--- src/rtl/df_tap_accumulator.sv ---
// Sequential tap accumulator: steps tap_idx through all taps, sums the upstream
// products, and emits one scaled 8-bit sample. Define DF_ACC_SATURATE_EN to clamp instead of wrap.
module df_tap_accumulator #(
    parameter int TAPS      = 8,
    parameter int ACC_W     = 11,
    parameter int OUT_SHIFT = 3,
    parameter int IDX_W     = (TAPS > 2) ? $clog2(TAPS) : 1
) (
    input  logic             clk,
    input  logic             rst_n,
    input  logic             start,
    input  logic [7:0]       prod,
    output logic [IDX_W-1:0] tap_idx,
    output logic             busy,
    output logic [7:0]       result,
    output logic             result_valid,
    output logic             overrun
);

    typedef enum logic [1:0] {
        IDLE  = 2'd0,
        ACCUM = 2'd1,
        DONE  = 2'd2
    } state_t;

    state_t           state_r;
    state_t           state_s;
    logic [ACC_W-1:0] acc_r;
    logic [ACC_W-1:0] acc_s;
    logic [ACC_W-1:0] sum_s;
    logic [IDX_W-1:0] tap_idx_r;
    logic [IDX_W-1:0] tap_idx_s;
    logic             busy_r;
    logic             busy_s;
    logic [7:0]       result_r;
    logic [7:0]       result_s;
    logic             valid_r;
    logic             valid_s;
    logic             overrun_r;
    logic             overrun_s;
    logic             last_tap_s;

    // Scale the full sum down to the 8-bit output, clamping or wrapping by build.
    function automatic logic [7:0] scale_f(input logic [ACC_W-1:0] sum);
        logic [ACC_W-1:0] s;
        s = sum >> OUT_SHIFT;
`ifdef DF_ACC_SATURATE_EN
        if (s > ACC_W'(255)) begin
            return 8'hFF;
        end else begin
            return s[7:0];
        end
`else
        return s[7:0];
`endif
    endfunction

    assign sum_s      = acc_r + {{(ACC_W-8){1'b0}}, prod};
    assign last_tap_s = (tap_idx_r == IDX_W'(TAPS - 1));

    // State register plus all registered outputs and the accumulator.
    always_ff @(posedge clk or negedge rst_n) begin
        if (!rst_n) begin
            state_r   <= IDLE;
            acc_r     <= '0;
            tap_idx_r <= '0;
            busy_r    <= 1'b0;
            result_r  <= 8'h00;
            valid_r   <= 1'b0;
            overrun_r <= 1'b0;
        end else begin
            state_r   <= state_s;
            acc_r     <= acc_s;
            tap_idx_r <= tap_idx_s;
            busy_r    <= busy_s;
            result_r  <= result_s;
            valid_r   <= valid_s;
            overrun_r <= overrun_s;
        end
    end

    // Next-state decode; a start in DONE restarts without a dead cycle.
    always_comb begin
        state_s = state_r;
        case (state_r)
            IDLE: begin
                if (start) begin
                    state_s = ACCUM;
                end else begin
                    state_s = IDLE;
                end
            end
            ACCUM: begin
                if (last_tap_s) begin
                    state_s = DONE;
                end else begin
                    state_s = ACCUM;
                end
            end
            DONE: begin
                if (start) begin
                    state_s = ACCUM;
                end else begin
                    state_s = IDLE;
                end
            end
            default: state_s = IDLE;
        endcase
    end

    // Next values of outputs and datapath; outputs follow the upcoming state.
    always_comb begin
        acc_s     = acc_r;
        tap_idx_s = '0;
        result_s  = result_r;
        overrun_s = overrun_r;
        busy_s    = (state_s == ACCUM);
        valid_s   = (state_s == DONE);
        case (state_r)
            IDLE: begin
                if (start) begin
                    acc_s = '0;
                end else begin
                    acc_s = acc_r;
                end
            end
            ACCUM: begin
                acc_s = sum_s;
                if (last_tap_s) begin
                    tap_idx_s = '0;
                    result_s  = scale_f(sum_s);
                end else begin
                    tap_idx_s = tap_idx_r + IDX_W'(1);
                end
                // A strobe here is dropped but remembered until reset.
                if (start) begin
                    overrun_s = 1'b1;
                end else begin
                    overrun_s = overrun_r;
                end
            end
            DONE: begin
                if (start) begin
                    acc_s = '0;
                end else begin
                    acc_s = acc_r;
                end
            end
            default: begin
                acc_s = '0;
            end
        endcase
    end

    assign tap_idx      = tap_idx_r;
    assign busy         = busy_r;
    assign result       = result_r;
    assign result_valid = valid_r;
    assign overrun      = overrun_r;

endmodule

--- config.mk ---
export PLATFORM = sky130hd
export DESIGN_NAME = df_tap_accumulator
export DESIGN_NICKNAME = d
export VERILOG_FILES = /design/src/rtl/df_tap_accumulator.sv
export SDC_FILE = /design/constraint.sdc
export NUM_CORES = 1
export LEC_CHECK = 0
export CAP_MARGIN = 20
export CORE_MARGIN = 2
export CORE_UTILIZATION = 30
export CTS_CLUSTER_DIAMETER = 30
export CTS_CLUSTER_SIZE = 20
export DETAILED_ROUTE_END_ITERATION = 12
export HOLD_SLACK_MARGIN = 0.03
export PLACE_DENSITY_LB_ADDON = 0.3
export SLEW_MARGIN = 10
export SYNTH_ARGS = -nofsm -noshare
export SYNTH_HDL_FRONTEND = slang
export SYNTH_SLANG_ARGS = --single-unit
export TNS_END_PERCENT = 30
--- constraint.sdc ---
create_clock -name clk -period 4.24 [get_ports clk]
set_input_delay 0.424 -clock clk [delete_from_list [all_inputs] [get_ports clk]]
set_output_delay 0.424 -clock clk [all_outputs]
set_load 0.01 [all_outputs]
==> flow_metrics.env, run 1 <==
export IMPL_status="finished, final reports clean"
export IMPL_core_area_sq_um=4350
export IMPL_worstHoldPathType="flip-flop to flip-flop"
export IMPL_r2r_slack_ns=2.14
export IMPL_power_frac_seq_pct=36.5
export IMPL_clk_pin_slew_ns=0.09
export IMPL_gp_congestion=0.823
export IMPL_worstPathArrival_ns=2.43
export IMPL_slew_headroom_pct=48.2
export IMPL_multiInputGateArea_sq_um=634
export IMPL_ant_nets=0
export IMPL_power_frac_clock_pct=12.1
export IMPL_worst_clock_skew_ns=0.00475
export IMPL_netlist_instances=128
export IMPL_layout_drive_gt1_share_pct=5.23
export IMPL_power_density_nw_per_um2=717
export IMPL_finalMaxSlewViolations=0
export IMPL_clkLatencyLatePin_ns=0.27
export IMPL_clock_sinks=27
export IMPL_finalSetupTns_ns=0
export IMPL_synth_async_reset_ratio_pct=100
export IMPL_cts_buffer_depth=2
export IMPL_hpwl_mm=1.94
export IMPL_fin_crit_sh_pct=53.8
export IMPL_post_cts_resized=0
export IMPL_nets=176
export IMPL_syn_area_sq_um=1350
export IMPL_critical_path_class="primary input to flip-flop"
export IMPL_cts_hold_buf=0
export IMPL_crit_fanout=3
export IMPL_final_core_util_pct=38.7
export IMPL_fin_crit_ns=2.28
export IMPL_hold_viol_final=0
export IMPL_die_h_um=71.0
export IMPL_synth_edf_count=0
export IMPL_seq_area_frac_synth_pct=50.1
export IMPL_dieArea_sq_um=5040
export IMPL_p_leak_nw=0.761
export IMPL_rows=24
export IMPL_routed_wl_mm=2.65
export IMPL_gr_total_overflow=0
export IMPL_firstDrtPassIters=4
export IMPL_portBuffers=24
export IMPL_cts_tree="yes"
export IMPL_p_sw_mw=0.457
export IMPL_io_pins=25
export IMPL_start_util_pct=30.9
export IMPL_n_antenna_cell=0
export IMPL_dp_cells=201
export IMPL_synth_warnings=0
export IMPL_tightest_slew_ns=0.774
export IMPL_avgSynthCellArea_sq_um=10.5
export IMPL_fillerInstances=438
export IMPL_fmax_mhz=438
export IMPL_worst_setup_path_start_kind="primary input"
export IMPL_rsz0062_at_grt="false"
export IMPL_final_common_cell="dfrtp_1"
export IMPL_antenna_found_initial=0
export IMPL_ys_ff_latch=27
export IMPL_dominantRegCellSynth="dfrtp_1"
export IMPL_power_frac_comb_pct=51.5
export IMPL_ir_worst_vdd_mv=0.260
export IMPL_area_growth_pct=25.2
export IMPL_end_kind="flip-flop"
export IMPL_grt_pass1_wl_mm=4.73
export IMPL_layout_common_cells="dfrtp_1, clkdlybuf4s50_1, nand2_1, o21ai_0, ha_1"
export IMPL_grt_use_total_pct=12.0
export IMPL_crit_required_ns=4.39
export IMPL_ff_latch_area_sq_um=676
export IMPL_grt_pass1_vias=1032
export IMPL_htree_levels=1
export IMPL_instances_no_fill=205
export IMPL_drt_iter0_markers=67
export IMPL_synth_nets=150
export IMPL_route_detailed_drc=0
export IMPL_post_cts_buffers=0
export IMPL_grt_max_degree=28
export IMPL_vias_per_cell=4.87
export IMPL_wl_per_cell_um=12.9
export IMPL_p_int_mw=0.752
export IMPL_setup_viol_count_final=0
export IMPL_num_vias=999
export IMPL_root_buffer="clkbuf_8"
export IMPL_die_w_um=71.0
export IMPL_yosysUniqueCellTypes=33
export IMPL_numCtsBuffers=3
export IMPL_p_sw_share_pct=37.8
export IMPL_maxCapViolations=0
[power by group through the flow]
stage	clock, mW	combinational [mW]	sequential (mW)
after global routing	0.166	0.702	0.456
after global placement	0	0.619	0.442
after CTS	0.151	0.631	0.443
final	0.146	0.622	0.441
after floorplan	0	0.399	0.461
after detailed placement	0	0.630	0.446
[metrics by stage]
step                power (mW)  cell area, sq um  hold WS [ns]  worst slack [ns]
detailed placement        1.08              1640         0.451              1.64
finish                    1.21              1690         0.473              1.96
floorplan                0.860              1350         0.128              2.24
CTS                       1.22              1690         0.482              1.93
global placement          1.06              1640         0.445              1.70
global route              1.32              1690         0.500              1.79
[worst max-delay path, stage by stage]
cell	delay (ns)
clkdlybuf4s50_1	0.40
ha_1	0.24
fa_1	0.41
a21o_1	0.20
a221oi_2	0.33
a21oi_1	0.18
xnor2_1	0.17
o21ai_1	0.07
[state kept, by name, summed over array words and instances, names as in the netlist]
register and count:
acc_r 11, result 8, tap_idx 3, state_r 2, busy 1, overrun 1, result_valid 1
[area by class of cell]
cell class	count	area share, %
sequential	27	40.1
multi-input combinational	92	37.6
timing repair buffer	25	14.7
tap	52	3.86
clock buffer	4	2.67
inverter	5	1.11
[path summary, 6_finish.rpt]
check	to	from	depth (start not counted)
max reg2reg	result[7]	acc_r[0]	7
min	overrun	overrun	1
min in group asynchronous	result[2]	rst_n	2
min reg2reg	overrun	overrun	1
max	result[7]	prod[0]	8
max in group asynchronous	result[6]	rst_n	2
[cells by family after synthesis]
| kind of cell | count (synthesis) | synth area share [%] |
|---|---|---|
| flops | 27 | 50.1 |
| buf+inv | 9 | 2.79 |
| simple gates | 29 | 9.56 |
| xor+xnor | 9 | 5.85 |
| compound gates | 43 | 20.9 |
| fa+ha+maj | 11 | 10.8 |
[Yosys cell counts, drive strengths merged, types with 3 or more instances]
master	number	share of area [%]
nor2	3	0.84
xnor2	5	3.2
a21oi	7	2.6
o21ai	17	6.3
nand2	18	5.0
xor2	4	2.6
dfrtp	27	50
a21o	5	2.8
inv	5	1.4
ha	10	9.3
[layer usage]
metal | share of wire (%) | global-route usage [%]
met5 | 0 | 0
met3 | 5.7 | 3.99
met2 | 46 | 19.3
met4 | 1.4 | 3.77
met1 | 47 | 15.2
(Power assumes the default switching activity.)
==> inputs of run 2 (changes only) <==
==> constraint.sdc (replaced) <==
create_clock -name clk -period 2.13 [get_ports clk]
set_input_delay 0.213 -clock clk [delete_from_list [all_inputs] [get_ports clk]]
set_output_delay 0.213 -clock clk [all_outputs]
set_load 0.01 [all_outputs]
==> run 2 against run 1 <==
  * Clock power increased by 100%
  * Register-to-register slack got worse by 2.0 ns
  * Routed wire length increased by 3.9%
  * Utilization increased by 1.9 points
  * Worst hold slack got worse by 0.16 ns
  * Largest cell class unchanged
  * First-iteration DRC count decreased by 42%
  * Combinational power increased by 120%
  * Setup slack got worse by 1.8 ns
  * Count of clock-buffer cells in the layout decreased by 1
==> flow_metrics.env, run 2 (synthesis results as in run 1) <==
export IMPL_clock_sinks=27
export IMPL_crit_fanout=3
export IMPL_route_detailed_drc=0
export IMPL_htree_levels=1
export IMPL_fin_crit_sh_pct=92.4
export IMPL_largest_reg_flops=11
export IMPL_whs_ns=0.318
export IMPL_cpMaxStageDelayCell="dfrtp_1"
export IMPL_p_sw_share_pct=37.3
export IMPL_finalPower_mw=2.54
export IMPL_cts_hold_buf=0
export IMPL_dpl_cell_area_sq_um=1710
export IMPL_antenna_found_initial=0
export IMPL_worstPathArrival_ns=2.11
export IMPL_portBuffers=24
export IMPL_worstHoldPathType="primary input to asynchronous set/reset pin"
export IMPL_startpoint="acc_r[0]"
export IMPL_hpwl_mm=2.00
export IMPL_setup_viol_count_final=0
export IMPL_finalMaxSlewViolations=0
export IMPL_wl_per_cell_um=12.9
export IMPL_p_int_mw=1.59
export IMPL_drt_iter0_markers=39
export IMPL_stdcell_area_sq_um=1770
export IMPL_dieArea_sq_um=5040
export IMPL_timing_rr_start="acc_r[0]"
export IMPL_layout_common_cells="dfrtp_1, clkdlybuf4s50_1, nand2_1, o21ai_0"
export IMPL_r2r_slack_ns=0.16
export IMPL_start_util_pct=30.9
export IMPL_layout_drive_gt1_share_pct=11.7
export IMPL_worst_setup_path_start_kind="flip-flop"
export IMPL_rows=24
export IMPL_root_buffer="clkbuf_8"
export IMPL_fin_crit_ns=1.97
export IMPL_power_density_nw_per_um2=1440
export IMPL_gr_total_overflow=0
export IMPL_grt_pass1_vias=1076
export IMPL_final_common_cell="dfrtp_1"
export IMPL_num_vias=1021
export IMPL_worst_clock_skew_ns=0.00444
export IMPL_clkLatencyLatePin_ns=0.27
export IMPL_crit_required_ns=2.27
export IMPL_core_area_sq_um=4350
export IMPL_post_cts_buffers=0
export IMPL_cts_tree="yes"
export IMPL_grt_max_degree=28
export IMPL_crit_chain="ha_1, fa_2, a21o_1, a221oi_4, buf_4, xor2_1, o21ai_0"
export IMPL_tightest_slew_ns=0.540
export IMPL_die_w_um=71.0
export IMPL_ant_nets=0
export IMPL_power_frac_comb_pct=53.9
export IMPL_top_register="acc_r"
export IMPL_slowest_delay_ns=0.39
export IMPL_firstDrtPassIters=4
export IMPL_end_kind="flip-flop"
export IMPL_gp_congestion=0.751
export IMPL_n_antenna_cell=0
export IMPL_slew_headroom_pct=63.9
export IMPL_cts_buffer_depth=2
export IMPL_reg2regPathDepth=7
export IMPL_routed_wl_mm=2.76
export IMPL_io_pins=25
export IMPL_ir_worst_vdd_mv=0.634
export IMPL_clk_pin_slew_ns=0.09
export IMPL_regToRegEndpoint="result[3]"
export IMPL_hold_viol_final=0
export IMPL_grt_use_total_pct=11.7
export IMPL_post_cts_resized=0
export IMPL_fmax_mhz=508
export IMPL_die_h_um=71.0
export IMPL_p_sw_mw=0.950
export IMPL_vias_per_cell=4.77
export IMPL_area_growth_pct=31.3
export IMPL_maxCapViolations=0
export IMPL_grt_pass1_wl_mm=4.71
export IMPL_critPathCapture="result[3]"
export IMPL_power_frac_clock_pct=11.5
export IMPL_status="finished, final reports clean"
export IMPL_numCtsBuffers=3
export IMPL_p_leak_nw=0.807
export IMPL_nets=185
export IMPL_power_frac_seq_pct=34.5
export IMPL_critical_path_class="flip-flop to flip-flop"
-- run 2: through the flow --
stage | setup TNS, ns | utilization, % | setup slack, ns | instances
2_1_floorplan | 0 | - | 0.198 | 128
3_3_place_gp | -1.10 | 39.3 | -0.189 | 210
3_5_place_dp | -1.21 | 39.3 | -0.204 | 210
4_1_cts | 0 | 40.3 | 0.0579 | 214
5_1_grt | -0.00258 | 40.6 | -0.00258 | 214
6_report | 0 | 40.6 | 0.162 | 214
-- run 2: worst min-delay path by stage --
stage                            to  cells after the start
after floorplan            acc_r[0]                      0
after global placement      overrun                      1
after detailed placement    overrun                      1
after CTS                  acc_r[1]                      2
after global routing      result[0]                      2
final                      acc_r[1]                      2
-- run 2: power groups by stage --
| stage | clock network, mW | registers (mW) | logic (mW) |
|---|---|---|---|
| global route | 0.331 | 0.913 | 1.53 |
| global placement | 0 | 0.880 | 1.33 |
| detailed placement | 0 | 0.889 | 1.36 |
| floorplan | 0 | 0.918 | 0.794 |
| CTS | 0.307 | 0.881 | 1.37 |
| finish | 0.294 | 0.879 | 1.37 |
-- run 2: area by class of cell --
type / count / area, sq um
tap: 52 / 65.1
clock buffer: 3 / 41.3
clock inverter: 1 / 5.00
fill: 412 / 2580
sequential: 27 / 676
inverter: 5 / 18.8
multi-input combinational: 92 / 648
timing repair buffer: 34 / 315
-- run 2: worst max-delay path, delay by kind of cell, from the launching register on --
kind,cells,cell delay [ns]
AOI/OAI and AO/OA,3,0.56
xor gates and xnor gates,1,0.16
adders and majority gates,2,0.56
buffers and inverters,1,0.16
DFF,1,0.39
-- run 2: layer usage --
layer | vias up | track usage (%) | part of all wire [%]
met4 | 0 | 3.14 | 1.5
met3 | 5 | 3.13 | 5.0
met1 | 470 | 14.4 | 47
met2 | 25 | 20.2 | 46
li1 | 521 | - | -
met5 | - | 0 | 0
